**config.mk**
```make
export PLATFORM = sky130hd
export DESIGN_NAME = letc_core_pipeline_ctrl
export DESIGN_NICKNAME = d
export VERILOG_FILES = /design/src/rtl/letc_core_pipeline_ctrl.sv
export SDC_FILE = /design/constraint.sdc
export NUM_CORES = 1
export LEC_CHECK = 0
export CORE_ASPECT_RATIO = 0.5
export CORE_MARGIN = 3
export CORE_UTILIZATION = 30
export CTS_BUF_LIST = sky130_fd_sc_hd__clkbuf_8
export DETAILED_ROUTE_END_ITERATION = 10
export PLACE_DENSITY = 0.6
export SLEW_MARGIN = 20
export SYNTH_ARGS = -nofsm -noshare
export SYNTH_HDL_FRONTEND = slang
export SYNTH_SLANG_ARGS = --single-unit
```
**constraint.sdc**
```tcl
create_clock -name clk -period 1.5 [get_ports clk]
set_input_delay 0.3 -clock clk [delete_from_list [all_inputs] [get_ports clk]]
set_output_delay 0.3 -clock clk [all_outputs]
set_load 0.02 [all_outputs]
```
**src/rtl/letc_core_pipeline_ctrl.sv**
```systemverilog
// LETC core pipeline control: per-stage stall/flush from backpressure, redirects and a RAW scoreboard.
// Optional build macro LETC_CORE_FWD_EN: only load-use hazards in the first shadow entry stall issue.
module letc_core_pipeline_ctrl #(
    parameter int NUM_STAGES  = 5,
    parameter int ISSUE_STAGE = 1,
    parameter int FLUSH_HOLD  = 1
) (
    input  logic                  clk,
    input  logic                  rst_n,
    input  logic [NUM_STAGES-1:0] stage_valid,
    input  logic [NUM_STAGES-1:0] stage_ready,
    input  logic [NUM_STAGES-1:0] redirect_req,
    input  logic [4:0]            issue_rs1,
    input  logic [4:0]            issue_rs2,
    input  logic                  issue_rs1_used,
    input  logic                  issue_rs2_used,
    input  logic [4:0]            issue_rd,
    input  logic                  issue_rd_we,
    input  logic                  issue_is_load,
    output logic [NUM_STAGES-1:0] stage_stall,
    output logic [NUM_STAGES-1:0] stage_flush,
    output logic                  hazard_stall
);
    // Shadow entry j mirrors the instruction in stage ISSUE_STAGE+1+j.
    localparam int         NSH       = NUM_STAGES - 1 - ISSUE_STAGE;
    localparam logic [3:0] HOLD_INIT = 4'(FLUSH_HOLD);

    logic [NSH-1:0]  sh_vld_p1;
    logic [NSH-1:0]  sh_we_p1;
    logic [NSH-1:0]  sh_load_p1;
    logic [4:0]      sh_rd_p1 [NSH];
    logic [3:0]      hold_cnt_p1;

    logic [NSH-1:0]  src_vld;
    logic [NSH-1:0]  src_we;
    logic [NSH-1:0]  src_load;
    logic [4:0]      src_rd [NSH];

    logic [NUM_STAGES-1:0] redir_flush;
    logic [NUM_STAGES-1:0] flush_int;
    logic [NUM_STAGES-1:0] stall_int;
    logic                  redirect_any;
    logic [NSH-1:0]        hit;
    logic                  raw;
    logic                  hazard_int;
    logic                  unused_bits;

    function automatic logic src_hit(input logic [4:0] rs, input logic used, input logic [4:0] rd);
        return used && (rs != 5'd0) && (rs == rd);
    endfunction

    assign redirect_any = |redirect_req[NUM_STAGES-1:1];

    // Oldest requester wins: ascending scan lets the highest index overwrite the mask.
    always_comb begin
        redir_flush = '0;
        for (int s = 1; s < NUM_STAGES; s++) begin
            if (redirect_req[s]) begin
                for (int k = 0; k < NUM_STAGES; k++) begin
                    redir_flush[k] = (k < s);
                end
            end
        end
        flush_int    = redir_flush;
        flush_int[0] = redir_flush[0] | (hold_cnt_p1 != 4'd0);
    end

    always_comb begin
        hit = '0;
        for (int j = 0; j < NSH; j++) begin
            hit[j] = sh_vld_p1[j] & sh_we_p1[j] &
                     (src_hit(issue_rs1, issue_rs1_used, sh_rd_p1[j]) |
                      src_hit(issue_rs2, issue_rs2_used, sh_rd_p1[j]));
        end
`ifdef LETC_CORE_FWD_EN
        raw = hit[0] & sh_load_p1[0];
`else
        raw = |hit;
`endif
        hazard_int = raw & stage_valid[ISSUE_STAGE] & ~flush_int[ISSUE_STAGE];
    end

    always_comb begin
        stall_int = '0;
        stall_int[NUM_STAGES-1] = stage_valid[NUM_STAGES-1] & ~stage_ready[NUM_STAGES-1];
        for (int k = NUM_STAGES - 2; k >= 0; k--) begin
            stall_int[k] = stage_valid[k] & (~stage_ready[k] | stall_int[k+1]);
        end
        for (int k = 0; k <= ISSUE_STAGE; k++) begin
            stall_int[k] = stall_int[k] | hazard_int;
        end
        stall_int = stall_int & ~flush_int;
    end

    assign stage_stall  = stall_int & {NUM_STAGES{rst_n}};
    assign stage_flush  = flush_int & {NUM_STAGES{rst_n}};
    assign hazard_stall = hazard_int & rst_n;

    always_comb begin
        src_vld     = '0;
        src_we      = '0;
        src_load    = '0;
        src_vld[0]  = 1'b1;
        src_we[0]   = issue_rd_we;
        src_load[0] = issue_is_load;
        src_rd[0]   = issue_rd;
        for (int j = 1; j < NSH; j++) begin
            src_vld[j]  = sh_vld_p1[j-1];
            src_we[j]   = sh_we_p1[j-1];
            src_load[j] = sh_load_p1[j-1];
            src_rd[j]   = sh_rd_p1[j-1];
        end
    end

    // ---- issue -> shadow stage boundary: valid bits and hold counter ----
    always_ff @(posedge clk or negedge rst_n) begin
        if (!rst_n) begin
            sh_vld_p1   <= '0;
            hold_cnt_p1 <= 4'd0;
        end else begin
            for (int j = 0; j < NSH; j++) begin
                if (flush_int[ISSUE_STAGE+1+j]) begin
                    sh_vld_p1[j] <= 1'b0;
                end else if (stall_int[ISSUE_STAGE+1+j]) begin
                    sh_vld_p1[j] <= sh_vld_p1[j];
                end else if (stall_int[ISSUE_STAGE+j] | flush_int[ISSUE_STAGE+j] |
                             ~stage_valid[ISSUE_STAGE+j]) begin
                    sh_vld_p1[j] <= 1'b0;
                end else begin
                    sh_vld_p1[j] <= src_vld[j];
                end
            end
            if (redirect_any) begin
                hold_cnt_p1 <= HOLD_INIT;
            end else if (hold_cnt_p1 != 4'd0) begin
                hold_cnt_p1 <= hold_cnt_p1 - 4'd1;
            end
        end
    end

    // Payload is only meaningful under sh_vld_p1, so it advances whenever the stage is not held.
    always_ff @(posedge clk) begin
        for (int j = 0; j < NSH; j++) begin
            if (!stall_int[ISSUE_STAGE+1+j]) begin
                sh_we_p1[j]   <= src_we[j];
                sh_load_p1[j] <= src_load[j];
                sh_rd_p1[j]   <= src_rd[j];
            end
        end
    end

    assign unused_bits = ^{redirect_req[0], sh_load_p1, hit};

endmodule

```
; Yosys cells after proc, flatten, opt, wreduce, memory -nomap -nowiden
; Memories as Yosys holds them, arrays and structs flattened.
; Index checks and enable logic that the tools add are counted.
[totals]
ff_bits = 10
inputBits = 36
mem_count = 1
out_inout_bits = 11
elab_cells = 93
ram_bits = 15
[mem_list]
columns = name, depth, width, rd, rd_clocked_by_memory_dff, write_ports, line
row1 = sh_rd_p1, 3, 5, 3, 0, 3, 31  ; logic [4:0] sh_rd_p1 [NSH];
[classes]
add_sub_neg = 1
n_reduce_logical = 14
bitwise_logic = 43
n_eq_ne = 9
muxes = 18
[op_table]
columns = op, count
row1 = $eq 5x5->1, 6
row2 = $or 1x1->1, 16
row3 = $and 5x5->5, 3
row4 = $and 1x1->1, 14
row5 = $mux 1, 13
row6 = $mux 5, 2
row7 = $reduce_bool 5->1, 2
row8 = $not 1->1, 9
row9 = $logic_and 1x1->1, 8
row10 = $mux 4, 2
row11 = $ne 2x2->1 const B, 3
row12 = $not 5->5, 1
row13 = $reduce_bool 4->1, 1
row14 = $reduce_or 4->1, 1
row15 = $sub 4x1->4 const B, 1
row16 = $reduce_or 3->1, 1
row17 = $mux 2, 1
row18 = $reduce_bool 2->1, 1

; Depth between registers and ports, before layout
[logic_depth]
depth_word = 17
depth_mapped = 7
ltp_nobuf = 7

; Least setup slack after synthesis
; Ideal clock, no wire load.
[synth_path]
path_kind = reg2out
from = mem sh_rd_p1[1][3] (netlist: sh_rd_p1[0][8])
to = out stage_stall[0]
path_slack_ns = -0.410
path_buffers = 0
stages_incl_launch_ff = 7
required_time_ns = 1.200
t_arrival_ns = 1.610
cell_sequence = edfxtp_1 -> xor2_1 -> nor4_2 -> nand4_1 -> a31oi_1 -> o21bai_1 -> a21oi_1
[synth_rtl]
columns = element, line
row1 = "start, declared", 31
row2 = "end, declared", 20  ; output logic [NUM_STAGES-1:0] stage_stall,

==> flow_metrics.py <==
metrics = {
    "critical_path": {
        "critPathTopFamily": "compound AO/OA/AOI/OAI gates",
        "r2r_slack_ps": -300,
        "path_buf_inv": 1,
        "crit_path_end": "stage_stall[0]",
        "startpoint": "sh_rd_p1[0][0]",
        "reg2reg_depth": 6,
        "worstSetupStartpointType": "flop",
        "cp_num_cells": 7,
        "max_stage_delay_ps": 460,
        "crit_slowest_cell": "edfxtp_1",
        "r2r-end": "sh_vld_p1[0]",
        "worstPathCellList": "xor2_1 > nor4_2 > nand4_1 > a31oi_2 > o21bai_1 > a21oi_2 > buf_6",
        "end_kind": "primary output",
        "timing.rr.start": "sh_rd_p1[0][0]",
        "crit_required_ps": 1200,
        "crit_fanout": 3,
        "critical_path_class": "flop to primary output",
        "cp_data_arrival_time_ps": 2020,
    },
    "floorplan": {
        "ios": 47,
        "placementRows": 17,
        "dieArea_sq_mm": 0.00570,
        "coreArea_sq_mm": 0.00451,
        "dieHeight_um": 54.9,
        "die_x_um": 104,
        "start_util": 0.318,
    },
    "synthesis": {
        "synth_top_family_by_area": "XOR/XNOR gates",
        "synth_seq_cells": 25,
        "synthCells": 134,
        "synth_warnings": 0,
        "syn-num-nets": 172,
        "yosys-top-cells-count": "xor2_1, edfxtp_1, nor2_1",
        "synth_top_cell_area_share": 0.377,
        "yosys.area_share.simple": 0.186,
        "yosysMostFrequentCell": "xor2_1",
        "ys_types": 30,
        "synth_compound_area_frac": 0.0768,
        "ys.flop_type": "edfxtp_1",
        "synthAdderAreaFrac": 0.0175,
        "yosys.area.top_type": "edfxtp_1",
        "synth_area_per_cell_sq_um": 10.7,
        "synth_edf_count": 18,
        "netlist_top_cells_area": "edfxtp_1, xor2_1, dfrtp_1",
        "ys_seq_area_frac": 0.499,
        "synth-xor-area-share": 0.189,
        "synth_area_sq_mm": 0.00143,
        "synth_mux_area_frac": 0,
        "synthArstFlopShare": 0.280,
    },
    "timing": {
        "max_freq_mhz": 431,
        "setup_viol": 6,
        "finClkSkew_ps": 2.89,
        "holdWs_ps": 145,
        "rsz0062_at_grt": "true",
        "final.setup.worst_slack_ps": -821,
        "min_period_ps": 2320,
        "hold_viol_final": 0,
        "drv_slew": 0,
        "setup_tns_ps": -2940,
        "period_share": 1.55,
    },
    "power": {
        "switching_share": 0.268,
        "clockPowerShare": 0.242,
        "pwr-share-seq": 0.513,
        "power_frac_comb": 0.246,
        "worst_ir_drop_vdd_mv": 0.389,
        "p_switching_w": 0.000448,
        "power.density_mw_per_mm2": 691,
        "power.internal_w": 0.00122,
        "power.leakage_nw": 1.02,
    },
    "global_routing": {
        "grt_pass1_wl_um": 6630,
        "grt_max_degree": 16,
        "grt_pass1_vias": 1291,
        "antenna_found_initial": 0,
        "overflow": 0,
        "grt_usage": 0.151,
    },
    "clock_tree": {
        "cts_made_buffers": 3,
        "cts_sinks": 25,
        "root_buffer": "clkbuf_8",
        "cts_tree": "yes",
        "htree_levels": 1,
        "clk_latency_ps": 270,
        "hold_buffers": 0,
        "clk_pin_slew_ps": 90,
        "cts_buffer_depth": 2,
    },
    "drt": {
        "wire_per_inst_um": 14.1,
        "drt_iter0_drc": 38,
        "drcViolationCount": 0,
        "firstDrtPassIters": 4,
        "via_per_inst": 4.53,
        "wl_um": 4110,
        "detail-route-antenna-nets": 0,
        "num_vias": 1319,
    },
    "placement": {
        "placed_area_sq_mm": 0.00222,
        "routabilityCongestion": 0.840,
        "port_buffers": 43,
        "place_ws_ps": -1450,
        "hpwl_um": 3220,
    },
    "layout": {
        "layout-drive-gt1-share": 0.391,
        "fin_util": 0.536,
        "area_growth_pct": 68.7,
        "insertedDiodeCount": 0,
        "final_cell_area_sq_mm": 0.00242,
        "nNetsFinal": 264,
    },
    "hold_path": {
        "min_path_type": "input port to asynchronous set/reset pin",
    },
    "outcome": {
        "violations": "setup timing",
        "status": "finished, violations left",
    },
    "job": {
        "cap_violations": 0,
    },
}
==> routing by layer <==
metal	track usage	vias up	share of wire
li1	-	666	-
met1	0.208	641	0.50
met2	0.259	8	0.48
met3	0.0212	4	0.013
met4	0.0331	0	0.0085
met5	0	-	0
==> registers in the layout, indices dropped and copies added, names as in the netlist <==
register     cells
hold_cnt_p1      4
sh_rd_p1        15
sh_vld_p1        3
sh_we_p1         3
==> placed cells by master, fill, tap and decap left out, drive strengths merged, types with 2 or more instances in the layout <==
master / instances
dfrtp: 7
edfxtp: 18
inv: 9
ha: 2
xnor2: 7
o21ai: 4
nor3: 2
clkdlybuf4s50: 15
nor4: 7
nand2: 5
a21oi: 6
dlygate4sd2: 13
clkdlybuf4s15: 2
nor2: 11
a21boi: 2
nand4: 7
and2: 3
nand2b: 5
buf: 55
or4: 2
clkbuf: 6
a31oi: 2
xor2: 24
==> logic make-up (layout without fill, tap and decap cells) <==
kind of cell | after synthesis | after routing
AO/OA/AOI/OAI | 18 | 18
XOR/XNOR | 31 | 31
adder cells (fa/ha/maj) | 2 | 2
buffers and inverters | 10 | 101
flip-flops | 25 | 25
other | 1 | 1
AND/OR/NAND/NOR | 47 | 47
==> timing repair <==
item	in CTS	in global routing
resized for setup	95	9
setup endpoints to repair	17	18
setup buffers	9	2
gates cloned	0	0
endpoints found under the hold margin	0	0
pin swaps	20	9
==> worst min-delay path by stage <==
| stage | startpoint | endpoint | slack [ps] | depth (start not counted) |
|---|---|---|---|---|
| 4_1_cts | rst_n | hold_cnt_p1[0] | 150 | 2 |
| 3_3_place_gp | sh_we_p1[0] | sh_we_p1[1] | 490 | 0 |
| 6_report | rst_n | hold_cnt_p1[0] | 150 | 2 |
| 2_1_floorplan | rst_n | hold_cnt_p1[0] | 4 | 0 |
| 3_5_place_dp | sh_we_p1[0] | sh_we_p1[1] | 480 | 0 |
| 5_1_grt | rst_n | hold_cnt_p1[0] | 150 | 2 |
==> power groups by stage <==
stage	logic, W	registers [W]	clock network (W)
after floorplan	0.000155	0.000860	0
after global placement	0.000380	0.000872	0
final	0.000410	0.000856	0.000404
after global routing	0.000444	0.000864	0.000448
after detailed placement	0.000384	0.000874	0
after CTS	0.000403	0.000857	0.000412
==> stage by stage <==
step           total power, W  cells
4_1_cts               0.00167    290
3_3_place_gp          0.00125    277
2_1_floorplan         0.00102    134
6_report              0.00167    291
3_5_place_dp          0.00126    277
5_1_grt               0.00176    291
==> area by class of cell <==
type | instances | area [sq um]
multi-input combinational | 99 | 797
tap | 66 | 82.6
clock inverter | 1 | 7.51
clock buffer | 3 | 41.3
fill | 418 | 2090
inverter | 9 | 36.3
sequential | 25 | 716
timing repair buffer | 88 | 738
No activity file was read; power rests on OpenSTA's default activity.
